$ cat config.mk
export PLATFORM = sky130hd
export DESIGN_NAME = hazard_ctrl
export DESIGN_NICKNAME = d
export VERILOG_FILES = /design/src/rtl/pipe_pkg.sv /design/src/rtl/hazard_detect.sv /design/src/rtl/hazard_ctrl.sv
export SDC_FILE = /design/constraint.sdc
export NUM_CORES = 1
export LEC_CHECK = 0
export CAP_MARGIN = 20
export CORE_MARGIN = 2
export CORE_UTILIZATION = 52
export CTS_CLUSTER_DIAMETER = 200
export DETAILED_ROUTE_END_ITERATION = 6
export GPL_TIMING_DRIVEN = 0
export HOLD_SLACK_MARGIN = 0.06
export PLACE_DENSITY = 0.83
export SYNTH_ARGS = -nofsm -noshare
export SYNTH_HDL_FRONTEND = slang
export SYNTH_SLANG_ARGS = --single-unit
$ cat constraint.sdc
create_clock -name clk -period 3.55 [get_ports clk]
set_input_delay 0.8875 -clock clk [delete_from_list [all_inputs] [get_ports clk]]
set_output_delay 0.8875 -clock clk [all_outputs]
set_load 0.01 [all_outputs]
$ cat src/rtl/pipe_pkg.sv
// Shared pipeline-control definitions: choice codes, hazard FSM states, control bundle.
// Latency: n/a (types, constants and pure helper functions only).
// Backpressure: n/a.
package pipe_pkg;

    // Pipeline-register choice codes. 2'b11 is never driven.
    localparam logic [1:0] CH_FLUSH = 2'b00;
    localparam logic [1:0] CH_LOAD  = 2'b01;
    localparam logic [1:0] CH_HOLD  = 2'b10;

    // Hazard controller state encoding.
    typedef enum logic [1:0] {
        ST_INIT    = 2'd0,
        ST_RUN     = 2'd1,
        ST_MD_WAIT = 2'd2
    } hz_state_t;

    // One cycle's worth of pipeline control.
    typedef struct packed {
        logic [1:0] ifid;
        logic [1:0] idex;
        logic [1:0] exmem;
        logic [1:0] memwb;
        logic       pc_en;
    } hz_ctl_t;

    // Build a control bundle from its fields.
    function automatic hz_ctl_t mk_ctl(input logic [1:0] ifid,
                                       input logic [1:0] idex,
                                       input logic [1:0] exmem,
                                       input logic [1:0] memwb,
                                       input logic       pc_en);
        hz_ctl_t c;
        c.ifid  = ifid;
        c.idex  = idex;
        c.exmem = exmem;
        c.memwb = memwb;
        c.pc_en = pc_en;
        return c;
    endfunction

endpackage

$ cat src/rtl/hazard_detect.sv
// Load-use hazard compare between the ID source specifiers and the EX load destination.
// Latency: purely combinational, same cycle.
// Backpressure: none; o_stall is consumed by the hazard FSM in the same cycle.
module hazard_detect
    import pipe_pkg::*;
#(
    parameter int REG_W = 5
) (
    input  logic [REG_W-1:0] i_id_rs,
    input  logic [REG_W-1:0] i_id_rt,
    input  logic             i_id_use_rs,
    input  logic             i_id_use_rt,
    input  logic             i_ex_mem_read,
    input  logic [REG_W-1:0] i_ex_rd,
    output logic             o_stall
);

    logic w_rd_nonzero;
    logic w_rs_hit;
    logic w_rt_hit;

    // A load to $zero never produces a value worth waiting for.
    always_comb begin
        w_rd_nonzero = (i_ex_rd != '0);
        w_rs_hit     = i_id_use_rs && (i_id_rs == i_ex_rd);
        w_rt_hit     = i_id_use_rt && (i_id_rt == i_ex_rd);
        o_stall      = i_ex_mem_read && w_rd_nonzero && (w_rs_hit || w_rt_hit);
    end

endmodule

$ cat src/rtl/hazard_ctrl.sv
// Pipeline hazard controller: per-register choice codes and PC enable for the 5-stage core.
// Latency: outputs combinational from registered state + inputs; state/counters update on clk.
// Backpressure: stalls fetch/decode via HOLD codes and pc_en=0 on load-use and mul/div waits.
module hazard_ctrl
    import pipe_pkg::*;
#(
    parameter int REG_W  = 5,
    parameter int MD_LAT = 4,
    parameter int CNT_W  = 32
) (
    input  logic             clk,
    input  logic             reset,
    input  logic [REG_W-1:0] i_id_rs,
    input  logic [REG_W-1:0] i_id_rt,
    input  logic             i_id_use_rs,
    input  logic             i_id_use_rt,
    input  logic             i_ex_mem_read,
    input  logic [REG_W-1:0] i_ex_rd,
    input  logic             i_id_jump,
    input  logic             i_ex_br_taken,
    input  logic             i_ex_md_start,
    input  logic             i_exc_req,
    output logic [1:0]       o_ch_ifid,
    output logic [1:0]       o_ch_idex,
    output logic [1:0]       o_ch_exmem,
    output logic [1:0]       o_ch_memwb,
    output logic             o_pc_en,
    output logic             o_md_busy,
    output logic [CNT_W-1:0] o_stall_cnt
);

    // Hold cycles after the start cycle; the start cycle itself is the first EX hold.
    localparam logic [3:0] MD_RELOAD = 4'(MD_LAT - 2);

    hz_state_t        r_state;
    hz_state_t        w_state_nxt;
    logic [3:0]       r_md_cnt;
    logic [3:0]       w_md_cnt_nxt;
    logic [CNT_W-1:0] r_stall_cnt;
    logic             w_load_use;
    hz_ctl_t          w_run_ctl;
    hz_ctl_t          w_ctl;

    hazard_detect #(
        .REG_W (REG_W)
    ) u_detect (
        .i_id_rs       (i_id_rs),
        .i_id_rt       (i_id_rt),
        .i_id_use_rs   (i_id_use_rs),
        .i_id_use_rt   (i_id_use_rt),
        .i_ex_mem_read (i_ex_mem_read),
        .i_ex_rd       (i_ex_rd),
        .o_stall       (w_load_use)
    );

    // RUN-mode priority: exception > taken branch > load-use > jump > normal flow.
    always_comb begin
        w_run_ctl = mk_ctl(CH_LOAD, CH_LOAD, CH_LOAD, CH_LOAD, 1'b1);
        if (i_exc_req) begin
            w_run_ctl = mk_ctl(CH_FLUSH, CH_FLUSH, CH_FLUSH, CH_FLUSH, 1'b1);
        end else if (i_ex_br_taken) begin
            w_run_ctl = mk_ctl(CH_FLUSH, CH_FLUSH, CH_LOAD, CH_LOAD, 1'b1);
        end else if (w_load_use) begin
            // The younger jump (if any) stays in IF/ID and is retaken next cycle.
            w_run_ctl = mk_ctl(CH_HOLD, CH_FLUSH, CH_LOAD, CH_LOAD, 1'b0);
        end else if (i_id_jump) begin
            w_run_ctl = mk_ctl(CH_FLUSH, CH_LOAD, CH_LOAD, CH_LOAD, 1'b1);
        end
    end

    // Next-state, md counter reload/decrement and output selection.
    always_comb begin
        w_state_nxt  = r_state;
        w_md_cnt_nxt = r_md_cnt;
        w_ctl        = mk_ctl(CH_FLUSH, CH_FLUSH, CH_FLUSH, CH_FLUSH, 1'b0);
        case (r_state)
            ST_INIT: begin
                w_state_nxt = ST_RUN;
            end
            ST_RUN: begin
                w_ctl = w_run_ctl;
                if (i_ex_md_start && !i_exc_req) begin
                    w_state_nxt  = ST_MD_WAIT;
                    w_md_cnt_nxt = MD_RELOAD;
                end
            end
            ST_MD_WAIT: begin
                if (i_exc_req) begin
                    // Abort the wait; the exception flush takes the pipe.
                    w_ctl        = w_run_ctl;
                    w_md_cnt_nxt = 4'd0;
                    w_state_nxt  = ST_RUN;
                end else if (r_md_cnt != 4'd0) begin
                    w_ctl        = mk_ctl(CH_HOLD, CH_HOLD, CH_FLUSH, CH_LOAD, 1'b0);
                    w_md_cnt_nxt = r_md_cnt - 4'd1;
                end else begin
                    // Release cycle: result is ready, behave as normal RUN.
                    w_ctl       = w_run_ctl;
                    w_state_nxt = ST_RUN;
                end
            end
            default: begin
                w_state_nxt  = ST_INIT;
                w_md_cnt_nxt = 4'd0;
            end
        endcase
    end

    // State and md counter registers.
    always_ff @(posedge clk or posedge reset) begin
        if (reset) begin
            r_state  <= ST_INIT;
            r_md_cnt <= 4'd0;
        end else begin
            r_state  <= w_state_nxt;
            r_md_cnt <= w_md_cnt_nxt;
        end
    end

    // Saturating count of stalled fetch cycles; the INIT cycle is not a stall.
    always_ff @(posedge clk or posedge reset) begin
        if (reset) begin
            r_stall_cnt <= '0;
        end else if ((r_state != ST_INIT) && !w_ctl.pc_en && (r_stall_cnt != {CNT_W{1'b1}})) begin
            r_stall_cnt <= r_stall_cnt + CNT_W'(1);
        end
    end

    // Drive the per-register codes and status outputs.
    always_comb begin
        o_ch_ifid   = w_ctl.ifid;
        o_ch_idex   = w_ctl.idex;
        o_ch_exmem  = w_ctl.exmem;
        o_ch_memwb  = w_ctl.memwb;
        o_pc_en     = w_ctl.pc_en;
        o_md_busy   = (r_state == ST_MD_WAIT);
        o_stall_cnt = r_stall_cnt;
    end

endmodule
==> qor.csv <==
metric,value,unit
status,finished with violations,
failing checks,setup timing,
Post-synth EDFFs,0,
largest cells by area after synthesis,"dfrtp_1 (41%), xnor2_1 (12%), ha_1 (3.8%), nand2_1 (3.6%), nand3_2 (3.0%)",
syn avg cell area,9.73,um^2
Initial DRT Pass Iterations,4,
final worst setup slack,-0.0336,ns
grt ovf,0,
critical path capture point type,output port,
Syn. warnings,0,
CTS tree,built,
crit start category,input pin,
Setup CP Type,in -> out,
# DRC,0,
clock skew,0.00670,ns
post-detailed-route count of antenna-violating nets,0,
P per Cell Area,527,nW/um^2
pins over their slew limit,0,
Multi-input gate area,1310,um^2
core area,4320,um^2
Root Driver,clkbuf_8,
die height,70.9,um
die area,5020,um^2
Pwr Total,1690,uW
FMAX,0.279,GHz
Static Leak,0.00133,uW
Period minus WS final,3.58,ns
hold buffers post-CTS,0,
required time worst endpoint,2.66,ns
hpwl dp,4050,um
HP Class,reg -> reg,
vias in the first global route,1993,
gr usage total,23.4,%
mapped cell area,2320,um^2
Slew @ Worst Pin,0.740,ns
CTS Buffer Depth,2,
Iter 0 DRT Violations,142,
initial antenna violation count,0,
via count,2012,
first-pass GRT wire length,9270,um
clock sinks,38,
number of H-tree levels,2,
initial core utilization,53.8,%
"Top FF cell, synth",dfrtp_1,
Post-Layout Cell Count,368,
minimum hold slack,0.486,ns
sequential cell area fraction in the yosys report,40.9,%
leading area contributor after synthesis,dfrtp_1,
arrival time at the worst endpoint,2.70,ns
GP Congestion,0.804,
Fin. Hold Viols,0,
pre-CTS setup slack,-0.776,ns
Setup TNS,-0.0336,ns
vias per inst,5.47,
sequential cell area,951,um^2
#FFs+latches synth,38,
RSZ-0062 raised after global routing,yes,
max-cap viol count,0,
Layout fillers,315,
CP bufs+invs,3,
top cell type's share of synthesized area,40.9,%
chip width,70.9,um
largest net degree at the start of global routing,23,
Antenna Cells,0,
num rows,24,
Worst-path clk slew,0.07,ns
share of cells above drive strength 1,15.8,%
Synth Instances,239,
crit-path max FO,3,
slowest library cell on the worst path,or4_1,
Worst slew margin,50.6,%
longest individual stage delay on the worst path,0.55,ns
I/O pins,66,
WL per Instance,15.0,um
final setup fails,1,
Post-synth ARST share,100,%
P&R area growth vs syn,37.6,%
total CTS buffers,5,
later-pin clock latency in the skew report,0.30,ns
Final nets,346,
critical path cell sequence,clkdlybuf4s50_1 > or4_1 > o21ai_2 > nor4_2 > buf_4 > o21ai_0 > a21boi_0 > buf_2,
period utilisation layout,101,%
Port Buffer Count,63,
final wirelength,5520,um
most frequent cells after synthesis,"dfrtp_1 (38), xnor2_1 (32), nand2_1 (22)",
peak supply drop,0.000540,V
Cell variety after synth,47,
placed cells,356,
Top delay family on crit path,buffers and inverters,
most numerous cell in the Yosys netlist,dfrtp_1,
-- stage by stage --
stage	util (%)	instance area (um^2)
3_5_place_dp	70.6	3050
2_1_floorplan	-	2330
5_1_grt	74.0	3200
6_report	74.0	3200
4_1_cts	73.8	3190
3_3_place_gp	69.9	3020
-- layer usage --
metal	part of all wire (%)	track usage, %	up-vias
li1	-	-	981
met1	42	28.5	966
met2	51	39.8	48
met3	4.0	4.84	17
met4	3.0	10.9	0
met5	0	0	-
-- final timing paths --
check,from,endpoint,depth (start not counted),slack (ns)
max reg2reg,r_md_cnt[0],o_stall_cnt[1],8,1.25
max,i_ex_rd[3],o_ch_ifid[1],8,-0.03
max in group asynchronous,reset,r_state[1],3,1.97
min,o_stall_cnt[15],o_stall_cnt[15],1,0.49
min in group asynchronous,reset,o_stall_cnt[22],2,1.04
min reg2reg,o_stall_cnt[15],o_stall_cnt[15],1,0.49
-- cell type report --
class                           instances  area share (%)
Inverter                                9            1.06
Tap cell                               52            2.03
Timing Repair Buffer                   68            20.7
Sequential cell                        38            29.7
Buffer                                  7            2.03
Clock buffer                            7            2.39
Multi-Input combinational cell        186            41.1
Clock inverter                          1           0.939
-- power by group --
group / internal, uW / switching [uW] / total, uW
combinational: 345 / 417 / 762
sequential: 497 / 67.0 / 564
clock: 210 / 150 / 361
total: 1050 / 634 / 1690
-- repair_timing --
action / CTS / global route
setup buffers: 4 / 0
resized for setup: 23 / 4
setup endpoints to repair: 4 / 5
pin swaps: 4 / 2
endpoints found under the hold margin: 0 / 0
-- registers in the layout, indices dropped and copies added (netlist names) --
signal,cells
o_stall_cnt,32
r_state,2
r_md_cnt,4
-- placed cells by master, fill, tap and decap left out, drive strengths merged, types with 6 or more instances in the layout --
| master | synthesis | final |
|---|---|---|
| a21oi | 6 | 6 |
| and3 | 15 | 15 |
| buf | 7 | 15 |
| clkbuf | 0 | 8 |
| clkdlybuf4s50 | 0 | 55 |
| dfrtp | 38 | 38 |
| ha | 7 | 7 |
| inv | 9 | 9 |
| nand2 | 23 | 23 |
| nand3 | 15 | 15 |
| nand4 | 12 | 12 |
| nor2 | 12 | 12 |
| nor3 | 11 | 11 |
| o21ai | 8 | 8 |
| xnor2 | 32 | 32 |
| xor2 | 8 | 8 |
-- cell families after synthesis --
| group | count (synthesis) | share of synthesized area [%] |
|---|---|---|
| AOI/OAI and AO/OA | 22 | 6.14 |
| xor gates and xnor gates | 40 | 15.1 |
| adders and majority gates | 7 | 3.77 |
| buffers and inverters | 16 | 4.25 |
| DFF | 38 | 40.9 |
| muxes | 2 | 0.915 |
| other | 1 | 0.161 |
| and+or+nand+nor | 113 | 28.8 |
Power figures use the tool's default switching activity.
==> patch 1, RTL diff (same settings) <==
`REG_W` is set to 5 in 2 places; all go to 10.
--- a/src/rtl/hazard_detect.sv
+++ b/src/rtl/hazard_detect.sv
@@ -5,5 +5,5 @@
     import pipe_pkg::*;
 #(
-    parameter int REG_W = 5
+    parameter int REG_W = 10
 ) (
     input  logic [REG_W-1:0] i_id_rs,
--- a/src/rtl/hazard_ctrl.sv
+++ b/src/rtl/hazard_ctrl.sv
@@ -5,5 +5,5 @@
     import pipe_pkg::*;
 #(
-    parameter int REG_W  = 5,
+    parameter int REG_W  = 10,
     parameter int MD_LAT = 4,
     parameter int CNT_W  = 32
Ports: changed (resized i_ex_rd, i_id_rs and i_id_rt); port bits go from 66 to 81. The function was not compared with the original's and may differ.
==> patch 1 against the unedited design <==
The flow still finishes with violations (negative setup slack); critical path type unchanged; final cell count grew 11%; non-clock buffer count rose by 17; cell area grew 14%; area after synthesis is 6.1% higher; sequential cell count unchanged; routed wire length increased by 25%; total power shrank 0.88%; maximum frequency down 1.8%; setup slack got worse by 0.064 ns; clock skew fell by 0.0042 ns; synthesized cell count is 7.9% higher.
==> patch 1: results (changes against the unedited design) <==
stage,metric,value,unit,change
critical_path,worst r2r path cells,7,,-1
clock_tree,"Clk pin slew, worst setup/hold paths",0.07,ns,about the same
global_route,number of global-route vias before repair,2087,,+4.7%
layout,share of layout cells above drive strength 1,0.178,,+0.0202
synth,post-synth cell types,47,,unchanged
synth,Synth Area in Compound Gates,0.0720,,+0.0107
layout,n_diodes,0,,unchanged
global_route,first-pass GRT wire length,9.63,mm,+3.8%
clock_tree,CTS root buf,clkbuf_8,,
global_route,GRT Util Overall,0.232,,-0.00178
routing,vias per std cell,5.71,,+4.4%
routing,drt wl/cell,17.0,µm,+13%
outcome,run status,"complete, but fails checks",,
critical_path,reg2reg start,o_stall_cnt[0]$_DFFE_PP0P_,,
placement,GP Congestion,0.787,,-2.1%
sta,Worst Max-Slew Pin Slew,0.611,ns,-0.129 ns
routing,Iter 0 DRT Violations,153,,+7.7%
sta,WHS,0.487,ns,+0.00164 ns
placement,pre-CTS setup slack,-0.572,ns,+0.204 ns
outcome,failing checks,negative setup slack,,
synth,sequential cell area fraction in the yosys report,0.386,,-0.0235
worst_hold_path,HP Start,o_stall_cnt[13]$_DFFE_PP0P_,,
synth,synth top area cells,"dfrtp_1 (39%), xor2_1 (9.2%), xnor2_1 (8.2%)",,
clock_tree,later-pin clock latency in the skew report,0.29,ns,
critical_path,worst reg2reg setup slack,1.20,ns,-0.05 ns
critical_path,CP arrival,2.76,ns,+0.06 ns
synth,most instantiated cells after synthesis,"dfrtp_1 (38), xor2_1 (26), nand2_1 (25)",,
global_route,antenna violations before repair,0,,unchanged
synth,Synth Area in Adders,0.0355,,-0.00216
placement,DPL Wire Length,4.53,mm,+12%
global_route,largest net degree at the start of global routing,25,,+8.7%
sta,Fin. Hold Viols,0,,unchanged
worst_hold_path,Hold EP,o_stall_cnt[13]$_DFFE_PP0P_,,
sta,post-route worst setup slack,-0.0975,ns,-0.0639 ns
power_and_ir_drop,leakage power,0.00183,µW,+37%
sta,Fin Clk Skew,0.00252,ns,-0.00418 ns
sta,final-report setup violation count,2,,+1
routing,drt pass-1 iters,4,,unchanged
critical_path,Worst Path Max Fanout,4,,+1
power_and_ir_drop,Max VDD drop,0.364,mV,-33%
sta,TNS Setup,-0.120,ns,-0.0866 ns
layout,fin nets,398,,+15%
placement,Port Buffer Count,77,,+22%
synth,Synthesis Warnings,0,,unchanged
critical_path,capture point of the worst reg-to-reg path,o_stall_cnt[1]$_DFFE_PP0P_,,
worst_hold_path,hold depth,1,,unchanged
synth,post-synthesis mux area share,0.00863,,-0.000525
clock_tree,total CTS buffers,5,,unchanged
synth,Post-Synth XOR/XNOR Area,0.187,,+0.0365
patch 1: cell types whose count changed after synthesis, sizes merged, moves of 5 or more:
cell | before | now
nand3 | 15 | 10
nor4 | 4 | 11
xor2 | 8 | 26
nor2 | 12 | 18
xnor2 | 32 | 25
and3 | 15 | 0
patch 1: worst max path at each step:
stage | cells past startpoint | from | endpoint
floorplan | 7 | i_ex_rd[8] | o_ch_ifid[1]
global placement | 9 | i_ex_rd[8] | o_ch_ifid[1]
detailed placement | 9 | i_ex_rd[4] | o_ch_ifid[1]
CTS | 9 | i_id_rt[0] | o_ch_ifid[1]
global route | 9 | i_ex_rd[2] | o_ch_ifid[1]
finish | 9 | i_ex_rd[2] | o_ch_ifid[1]
patch 1: layer usage:
layer	vias up	wire length, µm	track usage
met3	21	383	0.0552
li1	1095	-	-
met2	95	3450	0.384
met4	0	182	0.0741
met1	1113	2910	0.302
met5	-	0	0
patch 1: worst max-delay path: stages:
cell	delay, ns
dlygate4sd2_1	0.31
xnor2_2	0.21
nand4b_1	0.22
nor4b_4	0.35
o211a_1	0.27
o21bai_1	0.15
a22oi_1	0.09
nor2b_1	0.13
buf_2	0.14
patch 1: final cells by class:
class	count	area (µm²)
inverters	12	45.0
repair buffers	86	870
plain buffers	6	40.0
well taps	54	67.6
clock buffers	5	68.8
fillers	308	1010
clock inverters	3	40.0
flip-flops and latches	38	951
multi-input cells	203	1570
patch 1: cells by family after synthesis:
kind of cell | after synthesis
compound gates | 28
fa+ha+maj | 7
flops | 38
mux | 2
other cells | 1
simple gates | 113
buf+inv | 18
xor+xnor | 51
patch 1: stage by stage:
step,utilization,cell area (µm²),std cells
floorplan,-,2470,259
global placement,0.710,3310,390
detailed placement,0.716,3340,391
CTS,0.750,3490,402
global route,0.783,3650,407
finish,0.783,3650,407
patch 1: timing repair:
action,CTS,global route
gates resized for setup,21,46
pin swaps,8,23
setup endpoints to repair,4,3
endpoints found under the hold margin,0,0
setup buffers,3,5
patch 1: where the power goes:
group | internal (µW) | leakage, µW | switching, µW
clock | 207 | 0.0000579 | 159
sequential | 491 | 0.000506 | 66.4
combinational | 331 | 0.00127 | 418
total | 1030 | 0.00183 | 643
==> patch 2, RTL diff (config.mk and constraints unchanged) <==
Without the edit above. Re-encode `hz_state_t` (3 states) as one-hot, 3 bits wide.
--- a/src/rtl/pipe_pkg.sv
+++ b/src/rtl/pipe_pkg.sv
@@ -10,8 +10,8 @@
 
     // Hazard controller state encoding.
-    typedef enum logic [1:0] {
-        ST_INIT    = 2'd0,
-        ST_RUN     = 2'd1,
-        ST_MD_WAIT = 2'd2
+    typedef enum logic [2:0] {
+        ST_INIT    = 3'b001,
+        ST_RUN     = 3'b010,
+        ST_MD_WAIT = 3'b100
     } hz_state_t;
 
Formal check against the unedited RTL: same outputs for any inputs over 10 cycles, from zero or initial values and one cycle with reset high; not proved beyond that.
==> patch 2 against the unedited design <==
Hold slack gained 0.010 ns; setup slack gained 0.093 ns; sequential power grew 5.0%; die area shrank 3.2%; cell area shrank 4.5%; total power shrank 8.7%; via count shrank 0.70%; maximum frequency grew 2.7%; critical path depth shrank 4; area after synthesis shrank 3.4%; sequential cell count grew 1; utilization grew 0.75 points; routed wire length shrank 9.1%; critical endpoint is now o_ch_idex[1]; highest routed layer unchanged.
==> patch 2: results (changes against the unedited design) <==
stage,metric,value,unit,change
critical_path,worst reg2reg setup slack,1.20,ns,-0.05 ns
routing,Iter 0 DRT Violations,107,,-25%
clock_tree,"Clk pin slew, worst setup/hold paths",0.07,ns,about the same
routing,WL met2,2.50,mm,-11%
sta,Worst Max-Slew Pin Slew,0.778,ns,+0.0375 ns
power_and_ir_drop,clock power share,0.189,,-0.025
layout,Largest register FFs,32,,unchanged
power_and_ir_drop,switching pwr,580,µW,-8.5%
critical_path,reg2reg start,r_state[0]$_DFFE_PP1P_,,
placement,DPL Wire Length,3.79,mm,-6.5%
routing,wire length on met1,2.21,mm,-5.5%
critical_path,Worst Path Max Fanout,8,,+5
synth,post-synth cell types,43,,-8.5%
synth,Synth Area in Adders,0.0167,,-0.0210
critical_path,CP arrival,2.60,ns,-0.10 ns
worst_hold_path,HP Start,o_stall_cnt[19]$_DFFE_PP0P_,,
placement,pre-CTS setup slack,-0.769,ns,+0.00688 ns
outcome,run status,"complete, no violations",,
placement,dpl cells,352,,-1.1%
synth,Post-Synth XOR/XNOR Area,0.160,,+0.00919
global_route,met2 usage,0.359,,-0.0387
layout,share of layout cells above drive strength 1,0.100,,-0.0582
routing,vias per std cell,5.55,,+1.5%
sta,Fin Clk Skew,0.00840,ns,+0.00170 ns
global_route,GRT met1 Usage,0.281,,-0.00414
global_route,largest net degree at the start of global routing,40,,+74%
clock_tree,Post-CTS Repair Setup Buffers,0,,-4
routing,drt wl/cell,13.9,µm,-7.0%
synth,synth top area cells,"dfrtp_1 (42%), xnor2_1 (14%), nand4_1 (5.6%)",,
global_route,GRT Util Overall,0.215,,-0.0192
power_and_ir_drop,leakage power,0.00124,µW,-7.1%
power_and_ir_drop,Max VDD drop,0.262,mV,-51%
clock_tree,post-cts resize count,16,,-30%
global_route,number of global-route vias before repair,1934,,-3.0%
synth,post-synthesis mux area share,0.00501,,-0.00414
global_route,first-pass GRT wire length,8.52,mm,-8.1%
synth,sequential cell area fraction in the yosys report,0.435,,+0.0261
sta,Final Critical Period,3.49,ns,-0.0927 ns
layout,final cell count without fillers,360,,-2.2%
critical_path,worst setup path startpoint,i_exc_req,,
placement,GP Congestion,0.896,,+11%
worst_hold_path,Hold EP,o_stall_cnt[19]$_DFFE_PP0P_,,
placement,Post-DP Area,2940,µm²,-3.6%
routing,met3 WL,271,µm,+23%
power_and_ir_drop,Sequential Power Share,0.384,,+0.050
layout,fin nets,336,,-2.9%
synth,Synth Area in Compound Gates,0.0524,,-0.00899
critical_path,worst r2r path cells,7,,-1
synth,syn_area_per_cell,9.44,µm²,-3.0%
critical_path,capture point of the worst reg-to-reg path,o_stall_cnt[25]$_DFFE_PP0P_,,
synth,most instantiated cells after synthesis,"dfrtp_1 (38), xnor2_1 (36), nand4_1 (20), nor2_1 (20), nand2_1 (18)",,
## patch 2: changes by cell type in the layout (fill, tap and decap cells not counted), moves of 5 or more
cell / change
nand3_1: +6
nor2_1: +7
nand4_1: +9
nand3_2: -7
nor3b_1: +5
## patch 2: stage by stage
stage | power [µW] | hold slack, ns
floorplan | 999 | 0.463
global placement | 1240 | 0.482
detailed placement | 1250 | 0.483
CTS | 1540 | 0.497
global route | 1640 | 0.503
finish | 1540 | 0.496
## patch 2: worst max-delay path, cell delays in order
cell and delay (ns):
clkdlybuf4s50_1 0.53, or3_4 0.45, nor2_4 0.16, clkdlybuf4s50_1 0.57
## patch 2: layout make-up
cell class,count,area (µm²),share of cell area
multi-input cells,185,1240,0.406
flip-flops and latches,39,977,0.320
repair buffers,63,613,0.201
clock buffers,6,72.6,0.0238
well taps,50,62.6,0.0205
plain buffers,9,52.6,0.0172
inverters,6,22.5,0.00738
clock inverters,2,12.5,0.00410
